## src/rtl/quadrature_gen_if.sv

```systemverilog
// quadrature_gen_if: move-request handshake (direction, edge count, phase divider) into quadrature_gen.
interface quadrature_gen_if #(
    parameter int step_width = 8,
    parameter int div_width  = 10
);
    logic                  req_valid;
    logic                  req_ready;
    logic                  req_dir;
    logic [step_width-1:0] req_steps;
    logic [div_width-1:0]  div;
    modport master(output req_valid, req_dir, req_steps, div, input req_ready);
    modport slave(input req_valid, req_dir, req_steps, div, output req_ready);
endinterface

```

## src/rtl/quadrature_gen.sv

```systemverilog
// quadrature_gen: emits a two-phase A/B sequence for each move request and tracks the emitted position.
// Optional contact-bounce emulation on each edge when QUADRATURE_GEN_BOUNCE_EN is defined.
module quadrature_gen #(
    parameter int w          = 16,
    parameter int step_width = 8,
    parameter int div_width  = 10
) (
    input  logic          clk,
    input  logic          reset,
    quadrature_gen_if.slave req,
    output logic          a,
    output logic          b,
    output logic          busy,
    output logic          done,
    output logic [w-1:0]  position
);
    typedef enum logic {IDLE, RUN} state_t;
    state_t                state_q, state_d;
    logic                  dir_q, dir_d;
    logic [div_width-1:0]  div_q, div_d, cnt_q, cnt_d;
    logic [step_width-1:0] rem_q, rem_d;
    logic                  a_q, a_d, b_q, b_d, done_q, done_d;
    logic [w-1:0]          pos_q, pos_d;
    logic                  adv;

    assign req.req_ready = state_q == IDLE;
    assign busy          = state_q == RUN;
    assign done          = done_q;
    assign position      = pos_q;

    always_comb begin
        adv     = state_q == RUN && cnt_q == '0;
        state_d = state_q;
        dir_d   = dir_q;
        div_d   = div_q;
        cnt_d   = cnt_q;
        rem_d   = rem_q;
        a_d     = a_q;
        b_d     = b_q;
        pos_d   = pos_q;
        done_d  = 1'b0;
        if (state_q == IDLE) begin
            if (req.req_valid) begin
                dir_d   = req.req_dir;
                div_d   = req.div;
                cnt_d   = req.div;
                rem_d   = req.req_steps;
                done_d  = req.req_steps == '0;
                state_d = req.req_steps == '0 ? IDLE : RUN;
            end
        end else begin
            cnt_d = adv ? div_q : cnt_q - 1'b1;
            if (adv) begin
                // Increment rotates 00->10->11->01; decrement is the reverse.
                a_d     = dir_q ? ~b_q : b_q;
                b_d     = dir_q ? a_q : ~a_q;
                pos_d   = dir_q ? pos_q + 1'b1 : pos_q - 1'b1;
                rem_d   = rem_q - 1'b1;
                done_d  = rem_q == step_width'(1);
                state_d = rem_q == step_width'(1) ? IDLE : RUN;
            end
        end
    end

    always_ff @(posedge clk) begin
        if (reset) begin
            state_q <= IDLE;
            dir_q   <= 1'b0;
            div_q   <= '0;
            cnt_q   <= '0;
            rem_q   <= '0;
            a_q     <= 1'b0;
            b_q     <= 1'b0;
            pos_q   <= '0;
            done_q  <= 1'b0;
        end else begin
            state_q <= state_d;
            dir_q   <= dir_d;
            div_q   <= div_d;
            cnt_q   <= cnt_d;
            rem_q   <= rem_d;
            a_q     <= a_d;
            b_q     <= b_d;
            pos_q   <= pos_d;
            done_q  <= done_d;
        end
    end

`ifdef QUADRATURE_GEN_BOUNCE_EN
    // bnc counts 2,1,0 after an edge; at 1 the changed channel briefly reverts.
    logic [1:0] bnc_q, bnc_d, mk_q, mk_d;
    logic       ao_q, bo_q;

    always_comb begin
        bnc_d = bnc_q == 2'd0 ? 2'd0 : bnc_q - 2'd1;
        mk_d  = mk_q;
        if (adv && div_q >= div_width'(2)) begin
            bnc_d = 2'd2;
            mk_d  = {a_d ^ a_q, b_d ^ b_q};
        end
    end

    always_ff @(posedge clk) begin
        if (reset) begin
            bnc_q <= 2'd0;
            mk_q  <= 2'd0;
            ao_q  <= 1'b0;
            bo_q  <= 1'b0;
        end else begin
            bnc_q <= bnc_d;
            mk_q  <= mk_d;
            ao_q  <= a_d ^ (mk_d[1] & (bnc_d == 2'd1));
            bo_q  <= b_d ^ (mk_d[0] & (bnc_d == 2'd1));
        end
    end

    assign a = ao_q;
    assign b = bo_q;
`else
    assign a = a_q;
    assign b = b_q;
`endif
endmodule

```

## src/flat_wrapper.sv

```systemverilog
// flat-port wrapper written by rule: the top's interface ports become plain ports
module quadrature_gen_flat 
#(
    parameter int w          = 16,
    parameter int step_width = 8,
    parameter int div_width  = 10
)
  (clk, reset, a, b, busy, done, position, req_req_valid, req_req_dir, req_req_steps, req_div, req_req_ready);
  quadrature_gen_if #(.step_width(step_width), .div_width(div_width)) req_i ();
  input  logic clk;
  input  logic reset;
  output logic a;
  output logic b;
  output logic busy;
  output logic done;
  output logic [w-1:0] position;
  input wire logic [$bits(req_i.req_valid)-1:0] req_req_valid;
  input wire logic [$bits(req_i.req_dir)-1:0] req_req_dir;
  input wire logic [$bits(req_i.req_steps)-1:0] req_req_steps;
  input wire logic [$bits(req_i.div)-1:0] req_div;
  output wire logic [$bits(req_i.req_ready)-1:0] req_req_ready;
  assign req_i.req_valid = req_req_valid;
  assign req_i.req_dir = req_req_dir;
  assign req_i.req_steps = req_req_steps;
  assign req_i.div = req_div;
  assign req_req_ready = req_i.req_ready;
  quadrature_gen #(.w(w), .step_width(step_width), .div_width(div_width)) u_core (.clk(clk), .reset(reset), .req(req_i), .a(a), .b(b), .busy(busy), .done(done), .position(position));
endmodule
```

## config.mk

```make
export PLATFORM = sky130hd
export DESIGN_NAME = quadrature_gen_flat
export DESIGN_NICKNAME = d
export VERILOG_FILES = /design/src/rtl/quadrature_gen_if.sv /design/src/rtl/quadrature_gen.sv /design/src/flat_wrapper.sv
export SDC_FILE = /design/constraint.sdc
export NUM_CORES = 1
export LEC_CHECK = 0
export ABC_CLOCK_PERIOD_IN_PS = 3200
export BUFFER_PORTS_ARGS = -buffer_cell sky130_fd_sc_hd__buf_2
export CORE_MARGIN = 1
export CORE_UTILIZATION = 35
export DETAILED_ROUTE_END_ITERATION = 10
export PLACE_DENSITY = 0.55
export SLEW_MARGIN = 10
export SYNTH_ARGS = -nofsm -noshare
export SYNTH_HDL_FRONTEND = slang
export SYNTH_SLANG_ARGS = --single-unit
export TNS_END_PERCENT = 100
```

## constraint.sdc

```tcl
create_clock -name clk -period 3.2 [get_ports clk]
set_clock_uncertainty 0.2 [all_clocks]
set_input_delay 0 -clock clk [delete_from_list [all_inputs] [get_ports clk]]
set_output_delay 0 -clock clk [all_outputs]
set_load 0.02 [all_outputs]
```

# Word level (Yosys, flattened, before mapping)

Index checks and enable logic that the tools add are counted.

Add/subtract/negate cells: 4
Bitwise operators: 3
Multiplexer cells: 17
Equal/unequal tests: 2
Reductions and logical operators: 7

Operators with widths:

| cell                  | number |
|---|---|
| $mux 10               | 3 |
| $mux 8                | 3 |
| $add 16x1->16 const B | 1 |
| $mux 16               | 1 |
| $sub 16x1->16 const B | 1 |
| $logic_not 10->1      | 1 |
| $mux 1                | 10 |
| $sub 10x1->10 const B | 1 |
| $eq 8x1->1 const B    | 1 |
| $logic_not 8->1       | 1 |
| $sub 8x1->8 const B   | 1 |
| $reduce_and 2->1      | 3 |
| $not 1->1             | 3 |
| $ne 2x2->1 const B    | 1 |
| $reduce_bool 2->1     | 1 |
| $logic_and 1x1->1     | 1 |

Logic and storage cells: 42
Flip-flop bits (word level): 49
Output and inout port bits: 21

# Logic depth before layout (Yosys ltp)

Depth after elaboration: 4
Depth in mapped cells: 10
Depth with buffers taken out: 8

# Worst setup path before layout

Ideal clock, no wire load.

Path type: register -> register
Start point: reg u_core.dir_q
End point: reg u_core.pos_q[15] (netlist: u_core.position[15])
Data required time: 2879 ps
Arrival: 2210 ps
Stages on the path, launching flop included: 9
Setup slack: 669 ps
Library setup time: 121 ps
Cell sequence: dfxtp_1 -> inv_1 -> ha_1 -> a21o_1 -> a21o_1 -> a221oi_1 -> nand2_1 -> mux2i_1 -> mux2_2

Cells in the longest elaborated chain, start to end: 1

Ends and longest elaborated chain:

| item                   | RTL line             | RTL |
|---|---|---|
| start, declared        | quadrature_gen.sv:19 | `logic dir_q, dir_d;` |
| start signal, assigned | quadrature_gen.sv:78 | `dir_q <= dir_d;` |
| $mux 16                | quadrature_gen.sv:57 | `pos_d = dir_q ? pos_q + 1'b1 : pos_q - 1'b1;` |
| end signal, assigned   | quadrature_gen.sv:84 | `pos_q <= pos_d;` |
| end, declared          | quadrature_gen.sv:23 | `logic [w-1:0] pos_q, pos_d;` |

Every way passes these cells.
A chain may end at the register's enable or synchronous reset.

# Worst setup path in the final report

Same ends and word-level chain as after synthesis.

==> metrics <==
via count 2899; Internal 1020 uW; drc violations 0; global-route wire length before repair 12600 microns; GPL Wtd Cong 0.852; initial antenna violation count 0; DR WL/cell 13.9 microns; post-route ant nets 0; die width 94.3 microns; GR Overflow Total 0; Req. time, crit path 3.20 ns; final std cell area, no fill 0.00360 sq mm; FMAX 0.346 GHz; clk sinks 49; post-synthesis cell area 0.00298 sq mm; Inst Count DP 520; CP endpoint kind flip-flop; Worst Setup Path Type flip-flop to flip-flop; clock share of power 23.7%; fin crit period 2.89 ns; switching power share of the total 34.5%; num rows 33; overall power 1560 uW; post-DP HPWL 5190 microns; clk root buf clkbuf_8; most numerous cell in the Yosys netlist nand2_1; Syn Inst Count 384; CTS tree yes; Initial Util 36.3%; largest area contributor in the netlist dfxtp_1; post-CTS setup buffers 0; share of layout cells above drive strength 1 14.8%; die area 0.00888 sq mm; Final Cycle Share 90.4%; Post-synth ARST share 0%; Max Cap Viol 0; Psw 538 uW; Core ar. 0.00822 sq mm; IO buf count 42; setup TNS 0 ns; pwr dens 432 mW/mm^2; CTS H-Tree Depth 2; Final nets 484; I/O pins 43; syn_area_per_cell 7.76 sq um; post-synthesis sequential area ratio 32.9%; post-synth top area share 32.9%; vias in the first global route 2686; post-synthesis register bit count 49; Inserted Diodes 0; clock latency on the worst-skew pair 0.30 ns; Hold Fails Final Rpt 0; R2R cell count 8; Crit Path Max Fanout 15; leakage 0.00154 uW; Total Routing Usage GR 17.9%; slew at the pin closest to its max-slew limit 0.569 ns; share of total power in combinational logic 31.4%; final WL 7660 microns; worst hold stages 3; dominant synthesized flop cell dfxtp_1; CP arrival 2.89 ns; total CTS buffers 5; synthesis-to-layout area growth 20.9%; Post-synth EDFFs 0; drt pass-1 iters 4; Clock Tree Buf Depth 2; Pins Over Slew Limit 0; largest net degree at the start of global routing 50; Synthesis Warnings 0; relative slew slack 62.1%; unrepaired setup endpoints after global routing false; status finished clean; Post-synth top cells nand2_1 (63), dfxtp_1 (49), a21oi_1 (47); via/cell ratio 5.27; Seq pwr share 44.9%; post-synthesis cell type count 54; Final Non-Filler Cells 550; hold crit path type primary input to flip-flop; # setup viols final 0; peak supply drop 0.000235 V; startpoint type of the worst setup path flip-flop; largest cells by area after synthesis dfxtp_1 (33%), nand2_1 (7.9%), a21oi_1 (7.9%), ha_1 (7.1%), nor2_1 (3.9%); Area after DPL 0.00330 sq mm; clock-pin slew on the worst setup and hold paths 0.10 ns; Mapped Nets 424; Detailed Route Iter0 Violations 89; die height 94.3 microns
[metal layers]
| metal | track usage [%] | up-vias | share of wire (%) |
|---|---|---|---|
| li1 | - | 1510 | - |
| met1 | 22.2 | 1337 | 48 |
| met2 | 32.2 | 45 | 48 |
| met3 | 2.91 | 7 | 3.3 |
| met4 | 3.59 | 0 | 0.82 |
| met5 | 0 | - | 0 |
[through the flow]
step / hold slack [ns] / util [%] / setup slack [ns]
after floorplan: -0.0640 / - / 0.669
after global placement: 0.0552 / 40.2 / 0.380
after detailed placement: 0.0579 / 40.2 / 0.318
after CTS: 0.0456 / 43.8 / 0.307
after global routing: 0.0825 / 43.8 / 0.0509
final: 0.0534 / 43.8 / 0.306
[state kept, by name, summed over array words and instances (netlist names)]
signal / cells
u_core.a: 1
u_core.b: 1
u_core.busy: 1
u_core.cnt_q: 10
u_core.dir_q: 1
u_core.div_q: 10
u_core.done: 1
u_core.position: 16
u_core.rem_q: 8
[cell families (layout without fill, tap and decap cells)]
family	Yosys count	count (layout)	share of synthesized area, %
buffers and inverters	30	91	4.24
and+or+nand+nor	149	149	23.7
xor gates and xnor gates	11	11	3.23
adders and majority gates	18	18	7.81
muxes	7	7	2.44
AOI/OAI and AO/OA	120	120	25.7
DFF	49	49	32.9
[layout make-up]
class,instances,area [sq um]
Fill cell,845,4610
Multi-Input combinational cell,305,1870
Sequential cell,49,981
Timing Repair Buffer,73,498
Tap cell,105,131
Clock buffer,6,72.6
Inverter,10,37.5
Clock inverter,2,10.0
[layout by cell type (no fill, tap or decap), types with 3 or more instances in the layout]
| cell | synthesis | final |
|---|---|---|
| nand2_1 | 63 | 63 |
| dfxtp_1 | 49 | 49 |
| a21oi_1 | 47 | 47 |
| buf_2 | 5 | 42 |
| nor2_1 | 31 | 31 |
| dlygate4sd3_1 | 0 | 22 |
| ha_1 | 17 | 17 |
| o21ai_0 | 16 | 16 |
| a211oi_1 | 15 | 15 |
| nand3_1 | 14 | 14 |
| inv_1 | 10 | 10 |
| nor2b_1 | 10 | 10 |
| nor3_1 | 9 | 9 |
| buf_4 | 0 | 9 |
| a21o_1 | 7 | 7 |
| xor2_1 | 6 | 6 |
| mux2i_1 | 5 | 5 |
| xnor2_1 | 5 | 5 |
| clkbuf_8 | 0 | 5 |
| o22ai_1 | 4 | 4 |
| o31ai_1 | 4 | 4 |
| a221oi_1 | 4 | 4 |
| o2111ai_1 | 3 | 3 |
| or3_1 | 3 | 3 |
| nor4_1 | 3 | 3 |
[power by group through the flow]
stage | Sequential (uW) | Clock (uW) | Combinational, uW
finish | 700 | 369 | 489
detailed placement | 713 | 0 | 469
floorplan | 719 | 0 | 347
global route | 708 | 410 | 550
CTS | 700 | 388 | 490
global placement | 713 | 0 | 463
[what timing repair did]
item / in CTS / in global routing
hold buffers: 22 / 0
endpoints found under the hold margin: 34 / 0
gates resized for setup: 0 / 1
endpoints found under the setup margin: 0 / 1
[path summary, 6_finish.rpt]
check / from / end / slack (ns)
setup reg to reg: u_core.dir_q$_SDFFE_PP0P_ / u_core.position[15]$_SDFFE_PP0P_ / 0.31
hold reg to reg: u_core.div_q[4]$_SDFFE_PP0P_ / u_core.div_q[4]$_SDFFE_PP0P_ / 0.26
hold / removal: req_req_valid / u_core.cnt_q[6]$_SDFFE_PP0P_ / 0.05
setup / recovery: u_core.dir_q$_SDFFE_PP0P_ / u_core.position[15]$_SDFFE_PP0P_ / 0.31
[worst max-delay path, stage by stage (launching register included)]
cell,delay [ns]
dfxtp_1,0.47
inv_1,0.32
ha_1,0.47
a21oi_1,0.24
o21ai_0,0.17
a221oi_1,0.31
nand2_1,0.10
mux2i_1,0.17
mux2_2,0.34
Note: power is estimated with default switching activity, not from simulation.
